==> src/rtl/tdm_demux_4ch_pkg.sv <==
// Shared constants and types for the 4-channel TDM demultiplexer.
//   NCH    : channels per frame (fixed at 4)
//   SEL_W  : slot index width
//   state_e: framing FSM states (HUNT = searching for sync, RUN = aligned)
package tdm_demux_4ch_pkg;
  localparam int NCH   = 4;
  localparam int SEL_W = 2;

  typedef enum logic {HUNT = 1'b0, RUN = 1'b1} state_e;
  typedef logic [SEL_W-1:0] sel_t;
endpackage

==> src/rtl/tdm_demux_4ch_if.sv <==
// Serial-in / parallel-out bundle for tdm_demux_4ch.
//   din, din_valid, frame_sync : serial TDM stream (driven by link side)
//   ch_data, ch_valid          : per-channel words and update pulses
//   sel, locked, frame_done, sync_err : framing status
// slave  = demux side, master = stream source / consumer side.
interface tdm_demux_4ch_if #(parameter int W = 8);
  import tdm_demux_4ch_pkg::*;

  logic               din;
  logic               din_valid;
  logic               frame_sync;
  logic [NCH*W-1:0]   ch_data;
  logic [NCH-1:0]     ch_valid;
  sel_t               sel;
  logic               locked;
  logic               frame_done;
  logic               sync_err;

  modport slave (
    input  din, din_valid, frame_sync,
    output ch_data, ch_valid, sel, locked, frame_done, sync_err
  );

  modport master (
    output din, din_valid, frame_sync,
    input  ch_data, ch_valid, sel, locked, frame_done, sync_err
  );
endinterface

==> src/rtl/tdm_demux_4ch_slot_shifter.sv <==
// tdm_slot_shifter: MSB-first slot deserialiser with bit counter.
//   clk, rst_n : clock, async active-low reset
//   shift_en   : shift din in and advance the bit counter
//   restart    : din becomes bit 0 of a new slot (counter -> 1)
//   din        : serial bit
//   word       : completed word if the current din is the slot's last bit
//   last       : current din is the last bit of the slot
//   at_start   : no bits of the current slot collected yet
module tdm_slot_shifter #(
  parameter int W = 8
) (
  input  logic         clk,
  input  logic         rst_n,
  input  logic         shift_en,
  input  logic         restart,
  input  logic         din,
  output logic [W-1:0] word,
  output logic         last,
  output logic         at_start
);
  localparam int CW = (W > 1) ? $clog2(W) : 1;
  localparam logic [CW-1:0] LAST_CNT = CW'(W - 1);

  // Only W-1 bits are stored; the final bit is taken straight from din so
  // the word can be registered on the same edge that samples it.
  logic [W-2:0]  shift_q;
  logic [CW-1:0] bitcnt_q;

  assign word     = {shift_q, din};
  assign last     = (bitcnt_q == LAST_CNT);
  assign at_start = (bitcnt_q == '0);

  always_ff @(posedge clk or negedge rst_n) begin
    if (!rst_n) begin
      shift_q  <= '0;
      bitcnt_q <= '0;
    end else if (restart) begin
      shift_q    <= '0;
      shift_q[0] <= din;
      bitcnt_q   <= CW'(1);
    end else if (shift_en) begin
      shift_q  <= word[W-2:0];
      bitcnt_q <= last ? '0 : bitcnt_q + 1'b1;
    end
  end
endmodule

==> src/rtl/tdm_demux_4ch.sv <==
// tdm_demux_4ch: receive side of a 4-slot TDM link. Locks to frame_sync,
// deserialises each W-bit slot and writes it into the matching channel
// register with a one-cycle ch_valid pulse.
//   clk, rst_n : clock, async active-low reset
//   bus        : tdm_demux_4ch_if.slave (serial in, channel words/status out)
module tdm_demux_4ch
  import tdm_demux_4ch_pkg::*;
#(
  parameter int W = 8
) (
  input  logic                   clk,
  input  logic                   rst_n,
  tdm_demux_4ch_if.slave         bus
);
  state_e                  state_q;
  sel_t                    sel_q;
  logic [NCH-1:0][W-1:0]   ch_q;
  logic [NCH-1:0]          ch_valid_q;
  logic                    locked_q, frame_done_q, sync_err_q;

  logic [W-1:0] word;
  logic         last, at_start;
  logic         sample, boundary, resync, restart, shift_en;

  assign sample   = bus.din_valid;
  assign boundary = (sel_q == '0) && at_start;
  // Sync anywhere but the frame boundary while running realigns the frame.
  assign resync   = sample && bus.frame_sync && (state_q == RUN) && !boundary;
  // Sync on the boundary needs no restart: a normal shift gives the same result.
  assign restart  = sample && bus.frame_sync && ((state_q == HUNT) || !boundary);
  assign shift_en = sample && (state_q == RUN) && !resync;

  tdm_slot_shifter #(.W(W)) u_shift (
    .clk      (clk),
    .rst_n    (rst_n),
    .shift_en (shift_en),
    .restart  (restart),
    .din      (bus.din),
    .word     (word),
    .last     (last),
    .at_start (at_start)
  );

  always_ff @(posedge clk or negedge rst_n) begin
    if (!rst_n) begin
      state_q      <= HUNT;
      sel_q        <= '0;
      ch_q         <= '0;
      ch_valid_q   <= '0;
      locked_q     <= 1'b0;
      frame_done_q <= 1'b0;
      sync_err_q   <= 1'b0;
    end else begin
      ch_valid_q   <= '0;
      frame_done_q <= 1'b0;
      sync_err_q   <= 1'b0;
      if (sample) begin
        if (state_q == HUNT) begin
          if (bus.frame_sync) begin
            state_q  <= RUN;
            locked_q <= 1'b1;
            sel_q    <= '0;
          end
        end else if (resync) begin
          // Partial slot is dropped; resync beats a coincident last bit.
          sync_err_q <= 1'b1;
          sel_q      <= '0;
        end else if (last) begin
          ch_q[sel_q]       <= word;
          ch_valid_q[sel_q] <= 1'b1;
          sel_q             <= sel_q + 1'b1;
          frame_done_q      <= (sel_q == SEL_W'(NCH - 1));
        end
      end
    end
  end

  assign bus.ch_data    = ch_q;
  assign bus.ch_valid   = ch_valid_q;
  assign bus.sel        = sel_q;
  assign bus.locked     = locked_q;
  assign bus.frame_done = frame_done_q;
  assign bus.sync_err   = sync_err_q;
endmodule

==> src/flat_wrapper.sv <==
// flat-port wrapper written by rule: the top's interface ports become plain ports
module tdm_demux_4ch_flat import tdm_demux_4ch_pkg::*;
#(
  parameter int W = 8
)
  (clk, rst_n, bus_din, bus_din_valid, bus_frame_sync, bus_ch_data, bus_ch_valid, bus_sel, bus_locked, bus_frame_done, bus_sync_err);
  tdm_demux_4ch_if #(.W(W)) bus_i ();
  input  logic clk;
  input  logic rst_n;
  input wire logic [$bits(bus_i.din)-1:0] bus_din;
  input wire logic [$bits(bus_i.din_valid)-1:0] bus_din_valid;
  input wire logic [$bits(bus_i.frame_sync)-1:0] bus_frame_sync;
  output wire logic [$bits(bus_i.ch_data)-1:0] bus_ch_data;
  output wire logic [$bits(bus_i.ch_valid)-1:0] bus_ch_valid;
  output wire logic [$bits(bus_i.sel)-1:0] bus_sel;
  output wire logic [$bits(bus_i.locked)-1:0] bus_locked;
  output wire logic [$bits(bus_i.frame_done)-1:0] bus_frame_done;
  output wire logic [$bits(bus_i.sync_err)-1:0] bus_sync_err;
  assign bus_i.din = bus_din;
  assign bus_i.din_valid = bus_din_valid;
  assign bus_i.frame_sync = bus_frame_sync;
  assign bus_ch_data = bus_i.ch_data;
  assign bus_ch_valid = bus_i.ch_valid;
  assign bus_sel = bus_i.sel;
  assign bus_locked = bus_i.locked;
  assign bus_frame_done = bus_i.frame_done;
  assign bus_sync_err = bus_i.sync_err;
  tdm_demux_4ch #(.W(W)) u_core (.clk(clk), .rst_n(rst_n), .bus(bus_i));
endmodule
==> config.mk <==
export PLATFORM = sky130hd
export DESIGN_NAME = tdm_demux_4ch_flat
export DESIGN_NICKNAME = d
export VERILOG_FILES = /design/src/rtl/tdm_demux_4ch_pkg.sv /design/src/rtl/tdm_demux_4ch_if.sv /design/src/rtl/tdm_demux_4ch_slot_shifter.sv /design/src/rtl/tdm_demux_4ch.sv /design/src/flat_wrapper.sv
export SDC_FILE = /design/constraint.sdc
export NUM_CORES = 1
export LEC_CHECK = 0
export CAP_MARGIN = 20
export CORE_ASPECT_RATIO = 1.2
export CORE_MARGIN = 4
export CORE_UTILIZATION = 25
export DETAILED_ROUTE_END_ITERATION = 12
export PLACE_DENSITY = 0.46
export SLEW_MARGIN = 0
export SYNTH_ARGS = -nofsm -noshare
export SYNTH_HDL_FRONTEND = slang
export SYNTH_SLANG_ARGS = --single-unit
==> constraint.sdc <==
create_clock -name clk -period 2.83 [get_ports clk]
set_input_delay 0.283 -clock clk [delete_from_list [all_inputs] [get_ports clk]]
set_output_delay 0.283 -clock clk [all_outputs]
set_load 0.02 [all_outputs]
==> out/results.ini, run 1 <==
[synth]
ys_top_cells_by_area = dfrtp_1, mux2_2, ha_1
synth_flop_cell = dfrtp_1
ys_seq_area_share_pct = 61.59
yosys_warnings = 0
synth_edf_count = 0
avgSynthCellArea_um2 = 15.35
syn-cell-area_um2 = 2072
synth_cells = 135
ys_types = 24
yosysTopAreaCell = dfrtp_1
yosysTopAreaCellShare_pct = 61.59
synth-seq-cells = 51
synthArstFlopShare_pct = 100.0
synth_fp_nets = 147

[clocking]
ctsResizeCount = 0
clk_pin_slew_ns = 0.10
cts_tree = built
clk_latency_ns = 0.30
htreeDepth = 2
cts_buffer_depth = 2
cts_sinks = 51
cts_made_buffers = 5
cts_root_buffer = clkbuf_8

[placement]
port_buffers = 45
dp.cells = 270
place_hpwl_mm = 3.147
gp_congestion = 0.7072
placed_area_um2 = 2608

[worst_setup_path]
worst-path-max-fanout = 9
startpoint_type = flop
cp.required_ns = 3.02
worst_setup_path_end_kind = flop
worstPathArrival_ns = 2.17
worst-setup-path-type = reg2reg

[floorplanning]
start_util_pct = 25.56
rows = 36
die_w_um = 91.11
core_um2 = 8108
die_y_um = 107.7
ioPinCount = 46
die_area_um2 = 9814

[hold_path]
hold_path.class = in2async

[routing]
wl_mm = 4.533
antenna_left = 0
top_layer_used = met4
dr.pass1.iters = 4
post_drt_via_cell_ratio = 4.543
vias = 1272
wl_met1_mm = 1.974
dr_wl_met3_um = 119
dr_wl_met2_mm = 2.393
avgRoutedWirePerCell_um = 16.19
drc = 0
drtIter0Drc = 46

[layout]
instances_no_fill = 280
mostFrequentLayoutCell = dfrtp_1
stdcell_area_um2 = 2734
fill_cells = 808
layout_common_cells = dfrtp_1, clkdlybuf4s50_1, mux2_2, a22o_1, ha_1
synthToLayoutAreaGrowth_pct = 31.94
drive_above_1_share_pct = 28.11
layout.nets = 196
diodes = 0
utilization_pct = 33.72

[global_route]
grt_pass1_wl_mm = 7.376
overflow = 0
grt_usage_pct = 9.712
first_global_vias = 1423
grt_start_max_net_pins = 52
antenna_found_initial = 0

[timing]
setup_viol = 0
skew_ns = 0.006734
tightest_slew_ns = 0.4746
fin_crit_ns = 1.981
hold_viol = 0
grt_setup_unrepaired = false
maxSlewHeadroom_pct = 68.35
slew_viol_final = 0
fin_crit_sh_pct = 70.02
max_freq_mhz = 504.7
fin_tns_setup_ns = 0

[pwr]
power.leakage_nw = 1.235
total_power_mw = 1.698
vdd_drop_max_mv = 0.4215
power.density_nw_per_um2 = 621.0

[run]
cap_viol_max_count = 0

[run_status]
status = complete, no violations

## state kept, by name, summed over array words and instances, names as in the netlist
name,flops
u_core.bus.ch_data,32
u_core.u_shift.shift_q,7
u_core.bus.ch_valid,4
u_core.u_shift.bitcnt_q,3
u_core.bus.sel,2
u_core.bus.locked,1
u_core.bus.sync_err,1
u_core.state_q,1
## kinds of logic (layout without fill, tap and decap cells)
logic type                 count (synthesis)  count (layout)  share of synthesized area [%]
buffers and inverters                     10              60                          2.294
and+or+nand+nor                           12              12                          3.503
AOI/OAI and AO/OA                         21              21                          9.904
DFF                                       51              51                          61.59
adders and majority gates                  7               7                          4.227
muxes                                     34              34                          18.48
## routing by layer
| metal | track usage [%] | vias to the layer above |
|---|---|---|
| met3 | 2.517 | 4 |
| met2 | 17.62 | 25 |
| met4 | 2.909 | 0 |
| li1 | - | 587 |
| met5 | 0 | - |
| met1 | 11.17 | 656 |
## timing repair
item,in CTS,in global routing
endpoints found under the hold margin,0,10
hold buffers,0,1
buffers inserted,0,0
## layout make-up
cell class	count	area, um2	area share, %
Sequential cell	51	1276	46.68
Multi-Input combinational cell	74	748.2	27.37
Timing Repair Buffer	47	475.5	17.39
Tap cell	95	118.9	4.348
Clock buffer	6	82.58	3.021
Inverter	5	18.77	0.6865
Clock inverter	2	13.76	0.5034
## report_power, final
part           internal, mW  switching, mW  leakage (nW)  total, mW
combinational         0.182          0.199         0.492      0.381
sequential            0.806         0.0660         0.691      0.872
clock                 0.200          0.244        0.0516      0.445
total                  1.19          0.509          1.23       1.70
## worst paths after layout
kind | to | slack, ns | cells after the start | startpoint
worst max-delay path | u_core.bus.ch_data[11] | 0.85 | 5 | u_core.bus.sel[0]
worst min-delay path | u_core.bus.ch_data[1] | 0.37 | 2 | rst_n
worst max register to register | u_core.bus.ch_data[11] | 0.85 | 5 | u_core.bus.sel[0]
worst min register to register | u_core.bus.locked | 0.49 | 1 | u_core.bus.locked
max in group asynchronous | u_core.bus.ch_data[11] | 1.97 | 3 | rst_n
min in group clk | u_core.bus.locked | 0.49 | 1 | u_core.bus.locked
## through the flow
stage	hold WS, ns	worst slack [ns]
3_5_place_dp	0.4847	0.5374
3_3_place_gp	0.4821	0.5744
6_report	0.3652	0.8485
4_1_cts	0.2329	0.8278
5_1_grt	0.3756	0.7602
2_1_floorplan	-0.01259	1.051
## synth_stat cells, drive strengths merged, types with 2 or more instances
cell and count:
inv 5, mux2 34, dfrtp 51, a21oi 6
nand2 3, a22o 7, nand4 5, buf 4
ha 7, a31oi 2
## critical path, stage by stage, from the launching register on
cell      delay (ns)
dfrtp_1         0.46
inv_1           0.11
ha_1            0.19
nand3b_2        0.26
a21oi_4         0.45
mux2_2          0.39
Note: power is estimated with default switching activity, not from simulation.
==> run 2: changes to the inputs <==
- clock period: 2.83 -> 1.9 ns (I/O delays scaled with it)
==> out/results.ini, run 2 (synthesis results as in run 1) <==
[layout]
fill_cells = 797
layout_common_cells = dfrtp_1, clkdlybuf4s50_1, mux2_2, buf_4
drive_above_1_share_pct = 33.83
instances_no_fill = 296
synthToLayoutAreaGrowth_pct = 40.10
mostFrequentLayoutCell = dfrtp_1
register_area_um2 = 1276
layout.nets = 212
largest_register_ffs = 32
utilization_pct = 35.80
multiInputGateArea_um2 = 757.0
diodes = 0

[placement]
dp.cells = 282
port_buffers = 45
place_hpwl_mm = 3.521
gp_congestion = 0.7670

[floorplanning]
rows = 36
start_util_pct = 25.56
die_w_um = 91.11
die_area_um2 = 9814
die_y_um = 107.7
core_um2 = 8108
ioPinCount = 46

[clocking]
cts_sinks = 51
cts_buffer_depth = 2
clk_pin_slew_ns = 0.10
htreeDepth = 2
cts_made_buffers = 5
cts_root_buffer = clkbuf_8
cts_tree = built
clk_latency_ns = 0.30

[timing]
max_freq_mhz = 569.2
grt_setup_unrepaired = false
tightest_slew_ns = 0.5862
slew_viol_final = 0
hold_slack_ns = 0.4112
setup_viol = 0
skew_ns = 0.01124
fin_crit_ns = 1.757
hold_viol = 0
maxSlewHeadroom_pct = 60.92
fin_tns_setup_ns = 0
fin_crit_sh_pct = 92.47

[pwr]
netSwitchingFraction_pct = 30.22
p_clk_share_pct = 25.4
power.density_nw_per_um2 = 892.5
vdd_drop_max_mv = 0.4402
power.leakage_nw = 1.324
seqPwrFrac_pct = 49.8
intPower_mw = 1.808
switchingPower_mw = 0.7828
total_power_mw = 2.591
comb_power_share_pct = 24.8

[run]
cap_viol_max_count = 0

[worst_setup_path]
cp_top_family = flip-flops
worstReg2RegEnd = u_core.bus.ch_data[12]
reg2regPathDepth = 6
max_stage_delay_ns = 0.40
worst-setup-path-type = reg2reg
r2r_slack_ns = 0.14
cp.required_ns = 2.08
startpoint_type = flop
slowest_stage = dfrtp_1
worst-path-max-fanout = 7
path_buf_inv = 2
r2r_start = u_core.bus.sel[1]
worst_setup_path_end_kind = flop
crit_chain = inv_1 -> ha_1 -> nand3b_4 -> a21oi_4 -> buf_4 -> mux2_2
worstPathArrival_ns = 1.94

[global_route]
overflow = 0
grt_usage_pct = 10.62
grt_pass1_wl_mm = 8.142
grt_start_max_net_pins = 27
antenna_found_initial = 0
first_global_vias = 1514

[routing]
drtIter0Drc = 33
vias = 1372
wl_mm = 4.866
drc = 0
dr.pass1.iters = 4
avgRoutedWirePerCell_um = 16.44
post_drt_via_cell_ratio = 4.635
antenna_left = 0

[hold_path]
hold_path.class = in2async

[run_status]
status = complete, no violations

[run 2: how the worst max path moves through the flow]
stage	startpoint	to	slack (ns)	cells after the start
detailed placement	bus_din_valid	u_core.bus.ch_data[20]	-0.05	4
finish	u_core.bus.sel[1]	u_core.bus.ch_data[12]	0.14	6
global route	u_core.u_shift.bitcnt_q[1]	u_core.bus.ch_data[17]	0.02	6
global placement	bus_din_valid	u_core.bus.ch_data[12]	-0.02	4
CTS	u_core.bus.sel[1]	u_core.bus.ch_data[2]	0.02	5
floorplan	u_core.bus.sel[0]	u_core.bus.ch_data[0]	0.12	5
[run 2: cell type report]
type | count | share of cell area, %
Clock inverter | 2 | 0.5603
Clock buffer | 6 | 2.845
Tap cell | 95 | 4.095
Sequential cell | 51 | 43.97
Timing Repair Buffer | 63 | 21.81
Multi-Input combinational cell | 74 | 26.08
Inverter | 5 | 0.6466
[run 2: worst reg2reg max path: stages, from the launching register on]
cell      delay, ns
dfrtp_1        0.40
inv_1          0.11
ha_1           0.23
nand3b_4       0.19
a21oi_4        0.23
buf_4          0.15
mux2_2         0.33
[run 2: what timing repair did]
| item | CTS | global route |
|---|---|---|
| hold buffers | 1 | 0 |
| pin swaps | 2 | 1 |
| setup buffers | 4 | 1 |
| setup endpoints to repair | 16 | 28 |
| endpoints found under the hold margin | 25 | 0 |
| gates resized for setup | 0 | 1 |
[run 2: power groups by stage]
stage	Combinational (mW)	Clock (mW)	Sequential [mW]
after CTS	0.630	0.695	1.29
after detailed placement	0.625	0	1.31
final	0.642	0.658	1.29
after floorplan	0.253	0	1.38
after global placement	0.596	0	1.32
after global routing	0.695	0.728	1.31
[run 2: per-layer routing]
metal  up-vias  track usage [%]  routed length [um]
met5         -                0                   0
met3         4            2.517                 182
met1       720            12.66                2024
met4         0            3.448                  44
met2        30            18.78                2615
li1        618                -                   -
[run 2: through the flow]
| stage | instance area [um2] | worst slack, ns |
|---|---|---|
| 2_1_floorplan | 2072 | 0.1209 |
| 3_3_place_gp | 2723 | -0.01965 |
| 3_5_place_dp | 2723 | -0.05425 |
| 4_1_cts | 2874 | 0.01668 |
| 5_1_grt | 2903 | 0.01864 |
| 6_report | 2903 | 0.1431 |
==> RTL edit 1 (flow settings as in run 1) <==
`SEL_W`: 2 -> 4.
--- a/src/rtl/tdm_demux_4ch_pkg.sv
+++ b/src/rtl/tdm_demux_4ch_pkg.sv
@@ -4,7 +4,7 @@
 //   state_e: framing FSM states (HUNT = searching for sync, RUN = aligned)
 package tdm_demux_4ch_pkg;
   localparam int NCH   = 4;
-  localparam int SEL_W = 2;
+  localparam int SEL_W = 4;
 
   typedef enum logic {HUNT = 1'b0, RUN = 1'b1} state_e;
   typedef logic [SEL_W-1:0] sel_t;
Interface: changed (resized bus_sel); port bits go from 46 to 48. The function was not compared with the original's and may differ.
==> RTL edit 1 against run 1 <==
- worst setup slack got worse by 0.17 ns
- cell area grew 5.9%
- wire length up 5.2%
- synthesized area rose by 7.9%
- die area grew 7.3%
- maximum frequency shrank 8.0%
- clock power decreased by 2%
- sequential cell count increased by 2
- sequential power increased by 3.3%
- power rose by 1.1%
==> RTL edit 1: results (changes against run 1) <==
status=finished clean; CP arrival=2.35 ns (+0.18 ns); Crit. End Element=register; DP Wirelength=3.40 mm (+8.0%); Internal=1.19 mW (about the same); Synth Area in Adders=0.0448 (+0.00250); maximum vdd drop=218 uV (-48%); Clk Latency, worst-skew pair=0.31 ns; Hold Crit Class=primary input to async pin; CTS HTree Levels=2 (unchanged); met2 usage=0.151 (-0.0257); GRT Util Overall=0.0968 (-0.000338); met3 Track Usage GR=0.0250 (-0.000175); max incr delay on CP=0.50 ns (+0.04 ns); initial DRC count=37 (-20%); Worst Tran Pin Value=0.598 ns (+0.124 ns); Worst R2R Setup Slack=0.68 ns (-0.17 ns); Synth top cells by count=dfrtp_1, mux2_2, nand2_1, ha_1, a21oi_1; Worst-path clk slew=0.10 ns (about the same); DP Area=0.00280 mm^2 (+7.2%); max FFs per register=32 (unchanged); GR met1 Demand/Resource=0.132 (+0.0203); first-pass GRT wire length=8.08 mm (+9.5%); drt drc=0 (unchanged); Reg2Reg Depth=6 (+1); critical-path maximum fanout=9 (unchanged); WHS=0.425 ns (+0.0597 ns); largest net degree at the start of global routing=38 (-27%); Async SR Flop Fraction=1.00 (unchanged); Routed wire per std cell=14.1 um (-13%); vias in the first global route=1520 (+6.8%); Vias/cell=4.25 (-6.4%); Synthesis Warnings=0 (unchanged); largest family of logic cells by synthesized area=multiplexers; Nets=233 (+19%); Compound-Gate Fraction of Synth Area=0.0599 (-0.0392); I/O Buffers=47 (+4.4%); TritonRoute pass-1 iters=5 (+1); worst clock skew=0.0117 ns (+0.00498 ns); post-CTS setup buffer count=0 (unchanged); Post-Synth XOR/XNOR Area=0.00392 (+0.00392); mux contribution to synthesized area=0.161 (-0.0236); CTS sink count=53 (+3.9%); post-synthesis cell type count=32 (+33%); worst setup path startpoint=u_core.bus.sel[1]; CTS Buf Count=5 (unchanged); synth top area cells=dfrtp_1, mux2_2, ha_1; reg2reg end=u_core.bus.ch_data[28]; ratio of cells with drive above 1 in the final layout=0.204 (-0.0775); RePlAce Congestion=0.665 (-6.0%); Mapped Nets=184 (+25%); P_leak=1.32 nW (+7.2%); Seq/Total Area, Yosys=0.593 (-0.0228); Slowest-stage cell, CP=and3_1; CTS Hold Buffers Added=1 (+1)
RTL edit 1: changes by cell type after synthesis, moves of 3 or more:
| cell | change |
|---|---|
| a21oi_1 | +5 |
| a21oi_4 | -4 |
| a22o_1 | -7 |
| and2_1 | +3 |
| and3_1 | +4 |
| buf_6 | +4 |
| nand2_1 | +21 |
| nand4_1 | -5 |
| o21ai_0 | +5 |
RTL edit 1: worst max-delay path: cells and delay by family, from the launching register on:
family | cells | cell delay [ns]
AOI/OAI and AO/OA | 1 | 0.22
muxes | 1 | 0.39
and+or+nand+nor | 2 | 0.67
DFF | 1 | 0.46
adders and majority gates | 1 | 0.20
buffers and inverters | 1 | 0.11
RTL edit 1: stage by stage:
step                      cells  worst slack (ns)
after floorplan             171             0.992
after global placement      329             0.689
after detailed placement    329             0.618
after CTS                   338             0.600
after global routing        338             0.495
final                       338             0.676
RTL edit 1: routing by layer:
| layer | part of all wire | wire, um | vias to the layer above |
|---|---|---|---|
| li1 | - | - | 688 |
| met5 | 0 | 0 | - |
| met2 | 0.47 | 2250 | 40 |
| met1 | 0.46 | 2180 | 704 |
| met4 | 0.013 | 63 | 0 |
| met3 | 0.058 | 275 | 5 |
RTL edit 1: layout make-up:
cell class                      instances  area, um^2
Clock buffer                            5        68.8
Tap cell                              117         146
Multi-Input combinational cell        107         835
Clock inverter                          3        21.3
Sequential cell                        53        1330
Fill cell                             888        5760
Timing Repair Buffer                   49         483
Inverter                                4        15.0
RTL edit 1: power groups by stage:
stage               registers, mW  logic, mW  clock network, mW
finish                      0.901      0.378              0.438
global route                0.916      0.426              0.489
CTS                         0.901      0.387              0.463
detailed placement          0.916      0.384                  0
global placement            0.916      0.383                  0
floorplan                   0.958      0.163                  0
==> RTL edit 2 (settings of run 1) <==
Made on the original files. Make the reset (`rst_n`) synchronous in 2 clocked blocks. Comments in the files are not updated.
--- a/src/rtl/tdm_demux_4ch_slot_shifter.sv
+++ b/src/rtl/tdm_demux_4ch_slot_shifter.sv
@@ -30,7 +30,7 @@
   assign last     = (bitcnt_q == LAST_CNT);
   assign at_start = (bitcnt_q == '0);
 
-  always_ff @(posedge clk or negedge rst_n) begin
+  always_ff @(posedge clk) begin
     if (!rst_n) begin
       shift_q  <= '0;
       bitcnt_q <= '0;
--- a/src/rtl/tdm_demux_4ch.sv
+++ b/src/rtl/tdm_demux_4ch.sv
@@ -41,7 +41,7 @@
     .at_start (at_start)
   );
 
-  always_ff @(posedge clk or negedge rst_n) begin
+  always_ff @(posedge clk) begin
     if (!rst_n) begin
       state_q      <= HUNT;
       sel_q        <= '0;
Formal check against the unedited RTL: differs if rst_n is asserted again (counterexample within 4 cycles, from zero or initial values and one cycle with rst_n low); with rst_n held inactive, the same outputs for 10 cycles.
==> RTL edit 2 against run 1 <==
- count of clock-buffer cells in the layout is the same
- wire length rose by 13%
- cell area is 3.6% higher
- sequential cell count unchanged
- worst setup slack worse by 0.022 ns
- critical endpoint is now u_core.bus.ch_data[25]
- highest routed layer unchanged
- synthesized area rose by 5.0%
Power is not compared: it rests on default switching activity, and its combinational part moved more than twofold at a synthesized area within 25%.
==> RTL edit 2: results (changes against run 1) <==
critical hold path startpoint=u_core.bus.ch_data[29]; maximum vdd drop=172 uV; initial DRC count=110 (+140%); Inverters=6 (+1); Async SR Flop Fraction=0 (-1.00); Multi-input gate area=0.00105 mm^2 (+41%); post-CTS setup buffer count=0 (unchanged); area delta synth->final=30.1%; Final clock-cell share=0.0349 (-0.000331); DR vias=1682 (+32%); largest net degree at the start of global routing=51 (-1.9%); Switching Power=318 uW; Synth top cells by count=nand2_1, dfxtp_1, mux2i_1, o2111ai_1; GR met1 Demand/Resource=0.134 (+0.0226); main flop type after synthesis=dfxtp_1; Hold Crit Class=register to register; sequential cell count=51 (unchanged); TritonRoute pass-1 iters=4 (unchanged); Multi-In Gates=149 (+100%); final WL=5.14 mm (+13%); GRT Util Overall=0.109 (+0.0116); critical-path maximum fanout=13 (+4); I/O Buffers=45 (unchanged); CTS HTree Levels=2 (unchanged); cts repair resizes=0 (unchanged); RePlAce Congestion=0.767 (+8.4%); nonclk buf count=50 (+6.4%); WL met1=2.38 mm (+20%); Mapped Nets=232 (+58%); ratio of cells with drive above 1 in the final layout=0.0758 (-0.205); Worst R2R Start=u_core.bus.sel[0]; Nets=275 (+40%); Slew HR=0.536 (-0.147); first-pass GRT wire length=8.72 mm (+18%); Sequential Area=0.00102 mm^2 (-20%); Seq/Total Area, Yosys=0.469 (-0.147); post-synthesis cell type count=30 (+25%); synth top area cells=dfxtp_1, mux2i_1, nand2_1; worst clock skew=0.0106 ns (+0.00388 ns); Synthesis Warnings=0 (unchanged); Worst R2R Setup Slack=0.83 ns (-0.02 ns); DP Wirelength=3.58 mm (+14%); filler cell count=920 (+14%); status=finished clean; met2 WL post-DR=2.51 mm (+4.9%); Signal buf overhead=0.172 (-0.00158); number of antenna diodes=0 (unchanged); met2 usage=0.184 (+0.00751); WHS Path Cells=2; Worst-path clk slew=0.10 ns (about the same); Slew Viols, Final=0 (unchanged); CP arrival=2.24 ns (+0.07 ns); DR WL met3=183 um (+54%); reg2reg end=u_core.bus.ch_data[25]; met3 Track Usage GR=0.0285 (+0.00334)
-- RTL edit 2: stage by stage --
step           total power, mW  setup slack [ns]  hold slack, ns  instances  instance area (um^2)
5_1_grt                   1.33             0.645           0.486        381                  2830
3_5_place_dp             0.835             0.545           0.446        373                  2730
2_1_floorplan            0.812              1.03           0.449        220                  2180
4_1_cts                   1.29             0.756           0.468        381                  2830
6_report                  1.27             0.826           0.462        381                  2830
3_3_place_gp             0.836             0.587           0.449        373                  2730
-- RTL edit 2: power by group through the flow --
stage / combinational [mW] / sequential, mW / clock (mW)
global route: 0.100 / 0.727 / 0.505
finish: 0.0910 / 0.726 / 0.450
floorplan: 0.0682 / 0.744 / 0
detailed placement: 0.0930 / 0.743 / 0
global placement: 0.0934 / 0.742 / 0
CTS: 0.0934 / 0.726 / 0.475
-- RTL edit 2: cell families (layout without fill, tap and decap cells) --
family	Yosys count	in the layout	synth area share
simple gates	76	76	0.155
flops	51	51	0.469
mux	35	35	0.161
compound gates	31	31	0.128
buf+inv	20	64	0.0460
fa+ha+maj	7	7	0.0403
-- RTL edit 2: worst max path at each step --
stage / cells past startpoint / to / startpoint
after floorplan: 6 / u_core.bus.ch_data[24] / u_core.bus.sel[0]
after global placement: 4 / u_core.bus.ch_valid[1] / bus_frame_sync
after detailed placement: 4 / u_core.bus.ch_valid[0] / bus_frame_sync
after CTS: 5 / u_core.bus.ch_data[31] / u_core.bus.sel[0]
after global routing: 5 / u_core.bus.ch_data[27] / u_core.bus.sel[0]
final: 5 / u_core.bus.ch_data[25] / u_core.bus.sel[0]
-- RTL edit 2: worst max-delay path, stage by stage, from the launching register on --
cell and delay, ns:
dfxtp_1 0.36, inv_1 0.12, ha_1 0.25, nand3b_4 0.25, a211oi_4 0.70, mux2i_1 0.25
